[src/rtl/uart_cmd_pkg.sv]
`default_nettype none
// ============================================================================
// Module   : uart_cmd_pkg
// Brief    : Frame constants, status codes and FSM state type for the
//            UART command engine.
// Revision : 1.0 - initial release
// ============================================================================
package uart_cmd_pkg;

    localparam logic [7:0] SYNC_REQ = 8'hA5;
    localparam logic [7:0] SYNC_RSP = 8'h5A;

    localparam logic [7:0] CMD_WR   = 8'h57;
    localparam logic [7:0] CMD_RD   = 8'h52;

    localparam logic [7:0] ST_OK    = 8'h00;
    localparam logic [7:0] ST_CHK   = 8'h01;
    localparam logic [7:0] ST_CMD   = 8'h02;
    localparam logic [7:0] ST_ADDR  = 8'h03;

    typedef enum logic [3:0] {
        HUNT        = 4'd0,
        GET_CMD     = 4'd1,
        GET_ADDR    = 4'd2,
        GET_DATA    = 4'd3,
        GET_CHK     = 4'd4,
        EXEC        = 4'd5,
        SEND_SYNC   = 4'd6,
        SEND_STATUS = 4'd7,
        SEND_DATA   = 4'd8,
        SEND_CHK    = 4'd9
    } state_t;

endpackage
`default_nettype wire

[src/rtl/uart_rx_byte_fetch.sv]
`default_nettype none
// ============================================================================
// Module   : uart_rx_byte_fetch
// Brief    : Pops bytes from the RX FIFO, holding off RX_ACCEPT_GAP cycles
//            after each pop to cover the FIFO RAM read latency.
// Revision : 1.0 - initial release
// ============================================================================
module uart_rx_byte_fetch #(
    parameter int RX_ACCEPT_GAP = 2
) (
    input  logic       sys_clk,
    input  logic       reset,
    input  logic       enable,
    input  logic [7:0] rx_data,
    input  logic       rx_data_ready,
    output logic       rx_accept,
    output logic       byte_valid,
    output logic [7:0] byte_data
);

    localparam int c_GW = (RX_ACCEPT_GAP < 1) ? 1 : $clog2(RX_ACCEPT_GAP + 1);

    logic [c_GW-1:0] r_gap;
    logic            r_valid;
    logic [7:0]      r_byte;
    logic            w_take;

    assign w_take = enable && rx_data_ready && (r_gap == '0) && !reset;

    always_ff @(posedge sys_clk) begin
        if (reset) begin
            r_gap   <= '0;
            r_valid <= 1'b0;
            r_byte  <= '0;
        end else begin
            r_valid <= w_take;
            if (w_take) begin
                r_byte <= rx_data;
                r_gap  <= c_GW'(RX_ACCEPT_GAP);
            end else if (r_gap != '0) begin
                r_gap <= r_gap - c_GW'(1);
            end
        end
    end

    assign rx_accept  = w_take;
    assign byte_valid = r_valid;
    assign byte_data  = r_byte;

endmodule
`default_nettype wire

[src/rtl/uart_cmd_engine.sv]
`default_nettype none
// ============================================================================
// Module   : uart_cmd_engine
// Brief    : Parses 5-byte request frames from the RX FIFO, executes register
//            reads/writes and returns 4-byte response frames to the TX FIFO.
//            Optional inter-byte timeout enabled by UART_CMD_TIMEOUT_EN.
// Revision : 1.0 - initial release
// ============================================================================
module uart_cmd_engine #(
    parameter int         NUM_REGS       = 8,
    parameter logic [7:0] VERSION_ID     = 8'h11,
    parameter int         RX_ACCEPT_GAP  = 2,
    parameter int         TIMEOUT_CYCLES = 1440000
) (
    input  logic       sys_clk,
    input  logic       reset,
    input  logic [7:0] rx_data,
    input  logic       rx_data_ready,
    output logic       rx_accept,
    output logic [7:0] tx_data,
    output logic       tx_wren,
    input  logic       tx_fifo_full,
    input  logic [7:0] status_in,
    output logic [7:0] led_out,
    output logic [7:0] ctrl_out,
    output logic [7:0] frame_err_cnt
);

    import uart_cmd_pkg::*;

    localparam int         c_AW           = (NUM_REGS > 1) ? $clog2(NUM_REGS) : 1;
    localparam logic [7:0] c_NUM_REGS     = 8'(NUM_REGS);
    localparam logic [7:0] c_ADDR_STATUS  = 8'd2;
    localparam logic [7:0] c_ADDR_VERSION = 8'(NUM_REGS - 1);

    state_t     r_state;
    state_t     w_next;
    logic [7:0] r_cmd, r_addr, r_data, r_chk;
    logic [7:0] r_status, r_rsp_data, r_err_cnt;
    logic [7:0] r_regs [NUM_REGS];
    logic       r_tx_hold;

    logic       w_in_frame, w_rx_enable, w_byte_valid, w_timeout;
    logic [7:0] w_byte, w_status, w_read_val, w_tx_data;
    logic       w_tx_wren;

    assign w_in_frame  = (r_state == GET_CMD) || (r_state == GET_ADDR) ||
                         (r_state == GET_DATA) || (r_state == GET_CHK);
    assign w_rx_enable = (r_state == HUNT) || w_in_frame;

    uart_rx_byte_fetch #(
        .RX_ACCEPT_GAP (RX_ACCEPT_GAP)
    ) u_fetch (
        .sys_clk       (sys_clk),
        .reset         (reset),
        .enable        (w_rx_enable),
        .rx_data       (rx_data),
        .rx_data_ready (rx_data_ready),
        .rx_accept     (rx_accept),
        .byte_valid    (w_byte_valid),
        .byte_data     (w_byte)
    );

`ifdef UART_CMD_TIMEOUT_EN
    logic [31:0] r_timeout_cnt;

    always_ff @(posedge sys_clk) begin
        if (reset || !w_in_frame || w_byte_valid) begin
            r_timeout_cnt <= '0;
        end else if (r_timeout_cnt != 32'(TIMEOUT_CYCLES)) begin
            r_timeout_cnt <= r_timeout_cnt + 32'd1;
        end
    end

    assign w_timeout = w_in_frame && !w_byte_valid &&
                       (r_timeout_cnt == 32'(TIMEOUT_CYCLES));
`else
    assign w_timeout = 1'b0;
`endif

    // Checks are ordered: checksum, then command, then address legality.
    always_comb begin
        w_status = ST_OK;
        if (r_chk != (r_cmd ^ r_addr ^ r_data)) begin
            w_status = ST_CHK;
        end else if ((r_cmd != CMD_WR) && (r_cmd != CMD_RD)) begin
            w_status = ST_CMD;
        end else if ((r_addr >= c_NUM_REGS) ||
                     ((r_cmd == CMD_WR) &&
                      ((r_addr == c_ADDR_STATUS) || (r_addr == c_ADDR_VERSION)))) begin
            w_status = ST_ADDR;
        end
    end

    always_comb begin
        w_read_val = r_regs[r_addr[c_AW-1:0]];
        if (r_addr == c_ADDR_STATUS) begin
            w_read_val = status_in;
        end else if (r_addr == c_ADDR_VERSION) begin
            w_read_val = VERSION_ID;
        end
    end

    // r_tx_hold forces an idle cycle after every push so the FIFO's
    // registered full flag is current before the next one.
    always_comb begin
        w_next    = r_state;
        w_tx_wren = 1'b0;
        w_tx_data = 8'h00;
        case (r_state)
            HUNT:     if (w_byte_valid && (w_byte == SYNC_REQ)) w_next = GET_CMD;
            GET_CMD:  if (w_byte_valid) w_next = GET_ADDR;
            GET_ADDR: if (w_byte_valid) w_next = GET_DATA;
            GET_DATA: if (w_byte_valid) w_next = GET_CHK;
            GET_CHK:  if (w_byte_valid) w_next = EXEC;
            EXEC:     w_next = SEND_SYNC;
            SEND_SYNC: begin
                w_tx_data = SYNC_RSP;
                if (!tx_fifo_full && !r_tx_hold) begin
                    w_tx_wren = 1'b1;
                    w_next    = SEND_STATUS;
                end
            end
            SEND_STATUS: begin
                w_tx_data = r_status;
                if (!tx_fifo_full && !r_tx_hold) begin
                    w_tx_wren = 1'b1;
                    w_next    = SEND_DATA;
                end
            end
            SEND_DATA: begin
                w_tx_data = r_rsp_data;
                if (!tx_fifo_full && !r_tx_hold) begin
                    w_tx_wren = 1'b1;
                    w_next    = SEND_CHK;
                end
            end
            SEND_CHK: begin
                w_tx_data = r_status ^ r_rsp_data;
                if (!tx_fifo_full && !r_tx_hold) begin
                    w_tx_wren = 1'b1;
                    w_next    = HUNT;
                end
            end
            default:  w_next = HUNT;
        endcase
        if (w_timeout) begin
            w_next = HUNT;
        end
    end

    always_ff @(posedge sys_clk) begin
        if (reset) begin
            r_state    <= HUNT;
            r_cmd      <= '0;
            r_addr     <= '0;
            r_data     <= '0;
            r_chk      <= '0;
            r_status   <= '0;
            r_rsp_data <= '0;
            r_err_cnt  <= '0;
            r_tx_hold  <= 1'b0;
            for (int i = 0; i < NUM_REGS; i++) begin
                r_regs[i] <= '0;
            end
        end else begin
            r_state   <= w_next;
            r_tx_hold <= w_tx_wren;
            if (w_byte_valid) begin
                case (r_state)
                    GET_CMD:  r_cmd  <= w_byte;
                    GET_ADDR: r_addr <= w_byte;
                    GET_DATA: r_data <= w_byte;
                    GET_CHK:  r_chk  <= w_byte;
                    default:  ;
                endcase
            end
            if (r_state == EXEC) begin
                r_status <= w_status;
                if (w_status != ST_OK) begin
                    r_rsp_data <= 8'h00;
                end else if (r_cmd == CMD_WR) begin
                    r_rsp_data                <= r_data;
                    r_regs[r_addr[c_AW-1:0]] <= r_data;
                end else begin
                    r_rsp_data <= w_read_val;
                end
            end
            if ((((r_state == EXEC) && (w_status != ST_OK)) || w_timeout) &&
                (r_err_cnt != 8'hFF)) begin
                r_err_cnt <= r_err_cnt + 8'd1;
            end
        end
    end

    assign tx_wren       = w_tx_wren;
    assign tx_data       = w_tx_data;
    assign led_out       = r_regs[0];
    assign ctrl_out      = r_regs[1];
    assign frame_err_cnt = r_err_cnt;

endmodule
`default_nettype wire

[config.mk]
export PLATFORM = sky130hd
export DESIGN_NAME = uart_cmd_engine
export DESIGN_NICKNAME = d
export VERILOG_FILES = /design/src/rtl/uart_cmd_pkg.sv /design/src/rtl/uart_rx_byte_fetch.sv /design/src/rtl/uart_cmd_engine.sv
export SDC_FILE = /design/constraint.sdc
export NUM_CORES = 1
export LEC_CHECK = 0
export ABC_AREA = 1
export CAP_MARGIN = 0
export CORE_UTILIZATION = 55
export CTS_BUF_LIST = sky130_fd_sc_hd__clkbuf_8
export DETAILED_ROUTE_END_ITERATION = 8
export PLACE_DENSITY = 0.76
export SLEW_MARGIN = 20
export SYNTH_ARGS = -nofsm -noshare
export SYNTH_HDL_FRONTEND = slang
export SYNTH_SLANG_ARGS = --single-unit
[constraint.sdc]
create_clock -name sys_clk -period 4.9 [get_ports sys_clk]
set_clock_uncertainty 0.05 [all_clocks]
set_input_delay 1.47 -clock sys_clk [delete_from_list [all_inputs] [get_ports sys_clk]]
set_output_delay 1.47 -clock sys_clk [all_outputs]
set_load 0.01 [all_outputs]
==> impl_metrics.toml, run 1 <==
[yosys]
avgSynthCellArea_sq_um = 8.01
synth_ff_type = "dfxtp_1"
synth_xor_area_share_pct = 0.822
synthDistinctLibCells = 38
synthTopCellsByArea = "edfxtp_1, dfxtp_1, nand2_1"
synth-seq-cells = 133
ys_async_sr_fraction_pct = 0
synth_mux_area_share_pct = 0
ys_seq_area_share_pct = 51.6
synth_fa_ha_area_share_pct = 0.196
synth_largest_area_cell = "edfxtp_1"
netlist_area_sq_um = 6400
synth_edf_count = 64
synth_top_family_by_area = "simple AND/OR/NAND/NOR gates"
yosysWarnings = 0
synthCells = 799
synth_compound_area_share_pct = 11.7
synth_top_area_share_pct = 30.0
yosys.area_share.simple_pct = 28.8

[floorplan]
die_y_um = 110
start_util_pct = 56.3
core-area_sq_um = 11400
pin_count = 54
rows = 39
die_x_um = 110
dieArea_sq_um = 12100

[setup_path]
r2r_setup_slack_ps = 1910
worst_ep_required_time_ps = 3380
path_depth = 6
end_kind = "output port"
start_kind = "input port"
crit_type = "in -> out"
crit_path_max_fanout = 9
slowest_stage = "clkdlybuf4s50_1"
cp_slowest_stage_delay_ps = 570
path_cells = "clkdlybuf4s50_1 -> nand2_1 -> nor3_1 -> inv_2 -> nor2_4 -> clkdlybuf4s50_1"
crit_arrival_ps = 3050
crit_buf_inv = 3
worstReg2RegEnd = "r_rsp_data[4]$_SDFFE_PP0P_"
path_delay_family = "buffers and inverters"
cpMostUsedCell = "clkdlybuf4s50_1"
r2r_cells = 11

[route]
vias_per_cell = 5.54
first_pass_iters = 5
wl_per_cell_um = 15.4
route.detailed.drc = 0
ant_nets = 0
via_count = 5633
drt-total-wl_um = 15700
detail_route.iter0.violations = 506

[status]
status = "finished, final reports clean"

[timing]
worst_pin_slew_ps = 1040
max_freq_ghz = 0.219
fin_hold_ws_ps = 406
slew_violations = 0
setup_tns_ps = 0
fin_crit_sh_pct = 93.3
fin_ws_ps = 327
maxSlewHeadroom_pct = 30.5
period_needed_ps = 4570
timing.final.hold_violations = 0
grt_setup_unrepaired = "no"
setup_viol = 0

[clock_network]
clk_pin_slew_ps = 70
clock_sinks = 133
cts_setup_buffers = 0
cts_tree = "done"
cts_resized = 0
cts-buffers-inserted = 17
clock_latency_ps = 450
htreeDepth = 4
holdBufCountCts = 0
root_buffer = "clkbuf_8"
clk_path_buf_depth = 2

[layout]
final_layout_size_suffix_gt1_share_pct = 8.81
insertedDiodeCount = 0
area_delta_synth_final_pct = 17.4
fillCellCount = 983
design_area_sq_um = 7510
nets = 882

[worst_hold_path]
min_to = "u_fetch.r_gap[0]$_SDFFE_PP0P_"
hold_depth = 1
min_path_type = "reg -> reg"
hold_start = "u_fetch.r_gap[0]$_SDFFE_PP0P_"

[placement]
post-place-ws_ps = 330
port_buffers = 53
gp_congestion = 0.865
dpl.hpwl_um = 11300
place_area_sq_um = 7060

[power_and_ir_drop]
peakVddDrop_uv = 361
p_leak_nw = 2.97
power.density_nw_per_um2 = 374

[global_route]
grt_pass1_vias = 5132
grt_max_degree = 43
grt.overflow.total = 0
grt_antenna_before_repair = 0
grtUsageTotal_pct = 27.6
grt_pass1_wl_um = 24400

[flow_run]
cap_violations = 0
synth_stat cells (2+ instances only):
cell,number
nand4_1,11
xor2_1,2
inv_1,65
inv_2,18
a21oi_1,47
nor2_1,128
nand4_4,6
buf_2,4
nand2_1,187
nand3b_1,2
o21ai_0,76
dfxtp_1,69
clkbuf_1,22
xnor2_1,4
nor2_4,4
o221ai_1,12
nor2_2,6
nand3_1,47
nor3_1,4
nand2_2,3
edfxtp_1,64
nor4_1,2
cell usage in the layout (no fill, tap or decap), types with 5 or more instances in the layout:
master / netlist / final
inv_1: 65 / 66
nand4_4: 6 / 6
clkdlybuf4s50_1: 0 / 52
nand3_1: 47 / 47
o21ai_0: 76 / 76
a21oi_1: 47 / 47
nand4_1: 11 / 11
dfxtp_1: 69 / 69
edfxtp_1: 64 / 64
nand2_1: 187 / 187
conb_1: 1 / 16
nor2_1: 128 / 128
inv_2: 18 / 18
o221ai_1: 12 / 12
bufinv_16: 0 / 5
nor2_2: 6 / 6
clkbuf_8: 0 / 17
report_power, final:
group / total (mW) / internal [mW] / switching, mW / leakage [nW]
clock: 1.04 / 0.599 / 0.439 / 0.220
sequential: 1.31 / 1.24 / 0.0775 / 1.17
combinational: 0.452 / 0.152 / 0.300 / 1.58
through the flow:
stage                     utilization [%]  total power, mW  cells
after floorplan                         -             1.64    814
after global placement               62.1             1.76    985
after detailed placement             62.1             1.78    985
after CTS                            66.0             2.81   1017
after global routing                 66.0             2.92   1017
final                                66.0             2.80   1017
sequential cells by signal (all words and copies together), names as in the netlist, 4 cells and up, named ones only:
register,count
r_cmd,8
r_rsp_data,8
frame_err_cnt,8
r_state,4
u_fetch.byte_data,8
r_addr,8
r_chk,8
r_data,8
r_regs,64
how the worst max path moves through the flow:
stage	start	endpoint
after global routing	rx_data_ready	rx_accept
after floorplan	rx_data_ready	rx_accept
after detailed placement	rx_data_ready	rx_accept
final	rx_data_ready	rx_accept
after CTS	rx_data_ready	rx_accept
after global placement	rx_data_ready	rx_accept
layer usage:
layer | wire length (um) | GRT usage (%) | share of wire, % | vias up
li1 | - | - | - | 2755
met1 | 6400 | 32.3 | 41 | 2622
met2 | 7610 | 47.3 | 49 | 207
met3 | 1010 | 5.04 | 6.4 | 49
met4 | 665 | 16.3 | 4.2 | 0
met5 | 0 | 0 | 0 | -
kinds of logic after synthesis:
family,after synthesis
other cells,1
flops,133
compound gates,139
buf+inv,112
xor+xnor,6
simple gates,407
fa+ha+maj,1
final cells by class:
| class | instances | area (sq um) | share of cell area, % |
|---|---|---|---|
| Clock inverter | 15 | 213 | 2.83 |
| Tap cell | 143 | 179 | 2.38 |
| Clock buffer | 17 | 234 | 3.12 |
| Inverter | 84 | 320 | 4.27 |
| Sequential cell | 133 | 3300 | 44.0 |
| Multi-Input combinational cell | 569 | 2710 | 36.1 |
| Timing Repair Buffer | 56 | 548 | 7.30 |
Power figures use the tool's default switching activity.
==> run 2: changes to the inputs <==
--- a/config.mk
+++ b/config.mk
@@ -11,6 +11,7 @@
 export CTS_BUF_LIST = sky130_fd_sc_hd__clkbuf_8
 export DETAILED_ROUTE_END_ITERATION = 8
 export PLACE_DENSITY = 0.76
+export SETUP_SLACK_MARGIN = 0.2
 export SLEW_MARGIN = 20
 export SYNTH_ARGS = -nofsm -noshare
 export SYNTH_HDL_FRONTEND = slang
==> results of run 2 <==
Final layout, timing and power as in run 1 (identical DEF).
==> run 3: changes to the inputs <==
--- a/config.mk
+++ b/config.mk
@@ -12,7 +12,7 @@
 export DETAILED_ROUTE_END_ITERATION = 8
 export PLACE_DENSITY = 0.76
 export SETUP_SLACK_MARGIN = 0.2
-export SLEW_MARGIN = 20
 export SYNTH_ARGS = -nofsm -noshare
 export SYNTH_HDL_FRONTEND = slang
+export SYNTH_HIERARCHICAL = 1
 export SYNTH_SLANG_ARGS = --single-unit
==> run 3 against run 2 <==
  * Sequential share of layout area is 0.85 points higher
  * Clock power down 14%
  * First-iteration DRC count down 18%
  * Register-to-register slack worse by 130 ps
  * Global-route usage hardly changed
  * Synthesized cell count is 3.4% lower
  * Critical path depth is the same
  * Count of clock-buffer cells in the layout unchanged
  * Sequential power decreased by 6%
  * Final cell count shrank 3.2%
  * Critical endpoint unchanged
  * Largest cell class unchanged
  * Largest power group unchanged
  * Highest routed layer unchanged
==> impl_metrics.toml, run 3 <==
[global_route]
grt_pass1_wl_um = 24300
grt.overflow.total = 0
grt_pass1_vias = 4971
grt_max_degree = 45
grt_antenna_before_repair = 0
grtUsageTotal_pct = 27.7

[setup_path]
path_cells = "clkdlybuf4s50_1 -> nand2_1 -> inv_2 -> nand2_4 -> nor2_1 -> clkdlybuf4s50_1"
r2r_cells = 8
worst_ep_required_time_ps = 3380
worstReg2RegEnd = "r_regs[1][4]$_SDFFCE_PN0P_"
crit_path_max_fanout = 11
r2r_setup_slack_ps = 1780
cpMostUsedCell = "clkdlybuf4s50_1"
r2r-start = "r_state[0]$_SDFFE_PP0P_"
end_kind = "output port"
slowest_stage = "clkdlybuf4s50_1"
path_delay_family = "buffers and inverters"
crit_buf_inv = 3
crit_arrival_ps = 2870
start_kind = "input port"
cp_slowest_stage_delay_ps = 540
crit_type = "in -> out"

[timing]
worst_pin_slew_ps = 1070
max_freq_ghz = 0.228
grt_setup_unrepaired = "no"
slew_violations = 0
maxSlewHeadroom_pct = 28.4
fin_crit_sh_pct = 89.6
period_needed_ps = 4390
setup_viol = 0
timing.final.hold_violations = 0
setup_tns_ps = 0

[worst_hold_path]
hold_start = "r_chk[4]$_SDFFE_PP0P_"
min_to = "r_chk[4]$_SDFFE_PP0P_"
hold_depth = 2
min_path_type = "reg -> reg"

[layout]
final_layout_size_suffix_gt1_share_pct = 7.58
insertedDiodeCount = 0
final_common_cell = "nand2_1"
fillCellCount = 943
top_register = "r_regs"
area_delta_synth_final_pct = 16.1
final_cell_mix = "nand2_1, nor2_1, o21ai_0"
nets = 853
largest_register_ffs = 64

[clock_network]
holdBufCountCts = 0
root_buffer = "clkbuf_8"
clk_path_buf_depth = 2
cts-buffers-inserted = 17
clk_pin_slew_ps = 70
cts_setup_buffers = 0
clock_latency_ps = 460
cts_tree = "done"
cts_resized = 0
clock_sinks = 133
htreeDepth = 4

[floorplan]
die_y_um = 109
start_util_pct = 57.5
pin_count = 54
die_x_um = 109
core-area_sq_um = 11000
rows = 38
dieArea_sq_um = 12000

[placement]
port_buffers = 53
dpl.hpwl_um = 11000
gp_congestion = 0.891

[route]
wl_per_cell_um = 15.8
vias_per_cell = 5.52
first_pass_iters = 5
drt-total-wl_um = 15500
route.detailed.drc = 0
ant_nets = 0
detail_route.iter0.violations = 413
via_count = 5434

[yosys]
ys_async_sr_fraction_pct = 0
synth_largest_area_cell = "edfxtp_1"
synthCells = 772
netlist_area_sq_um = 6350
synth_edf_count = 64
synth.top_cells.by_count = "nand2_1, nor2_1, o21ai_0"
yosysWarnings = 6
synthTopCellsByArea = "edfxtp_1, dfxtp_1, nand2_1"
synth_top_area_share_pct = 30.3
yosysMostFrequentCell = "nand2_1"
synth_ff_type = "dfxtp_1"
synth-seq-cells = 133
ys_seq_area_share_pct = 52.1
avgSynthCellArea_sq_um = 8.22
synthDistinctLibCells = 36

[power_and_ir_drop]
power.density_nw_per_um2 = 301
power.total_mw = 2.21
peakVddDrop_uv = 194
p_leak_nw = 2.84

[flow_run]
cap_violations = 0

[status]
status = "finished, final reports clean"
==> run 3: kinds of logic (layout without fill, tap and decap cells) <==
group                      count (synthesis)  in the layout  synth area share (%)
and+or+nand+nor                          386            386                  28.0
AOI/OAI and AO/OA                        142            142                  12.0
DFF                                      133            133                  52.1
buffers and inverters                     99            156                  6.29
xor gates and xnor gates                  10             10                  1.38
adders and majority gates                  1              1                 0.197
other                                      1             16                0.0591
==> run 3: metal layers <==
| metal | routed length (um) | vias to the layer above | GRT usage, % |
|---|---|---|---|
| met5 | 0 | - | 0 |
| met4 | 483 | 0 | 13.4 |
| met3 | 1040 | 36 | 5.63 |
| met2 | 7280 | 205 | 44.5 |
| met1 | 6720 | 2491 | 35.8 |
| li1 | - | 2702 | - |
==> run 3: how the worst max path moves through the flow <==
stage | end | from | cells after the start
finish | rx_accept | rx_data_ready | 6
global placement | rx_accept | rx_data_ready | 6
CTS | rx_accept | rx_data_ready | 6
global route | rx_accept | rx_data_ready | 6
floorplan | rx_accept | rx_data_ready | 5
detailed placement | rx_accept | rx_data_ready | 6
==> run 3: cell type report <==
type / instances / area, sq um / area share [%]
clock inverters: 14 / 145 / 1.97
repair buffers: 55 / 541 / 7.34
flip-flops and latches: 133 / 3300 / 44.8
well taps: 140 / 175 / 2.38
multi-input cells: 555 / 2700 / 36.7
clock buffers: 17 / 234 / 3.18
inverters: 70 / 268 / 3.64
==> run 3: power by group <==
group	total [mW]	switching (mW)	internal (mW)
logic	0.0958	0.0550	0.0409
clock network	0.892	0.406	0.487
registers	1.23	0.0241	1.20
total	2.21	0.485	1.73
==> run 3: metrics by stage <==
stage / worst slack [ps] / cell area [sq um] / cells / hold WS, ps / utilization (%)
6_report: 508 / 7370 / 984 / 422 / 66.8
5_1_grt: 420 / 7370 / 984 / 443 / 66.8
4_1_cts: 503 / 7370 / 984 / 424 / 66.8
3_5_place_dp: 499 / 6990 / 953 / 414 / 63.3
3_3_place_gp: 528 / 6990 / 953 / 406 / 63.3
2_1_floorplan: 1400 / 6400 / 787 / 394 / -
==> run 3: tightest hold or removal path, stage by stage (launching register included) <==
cell     delay [ps]
dfxtp_1         310
inv_1            60
a21oi_1          50
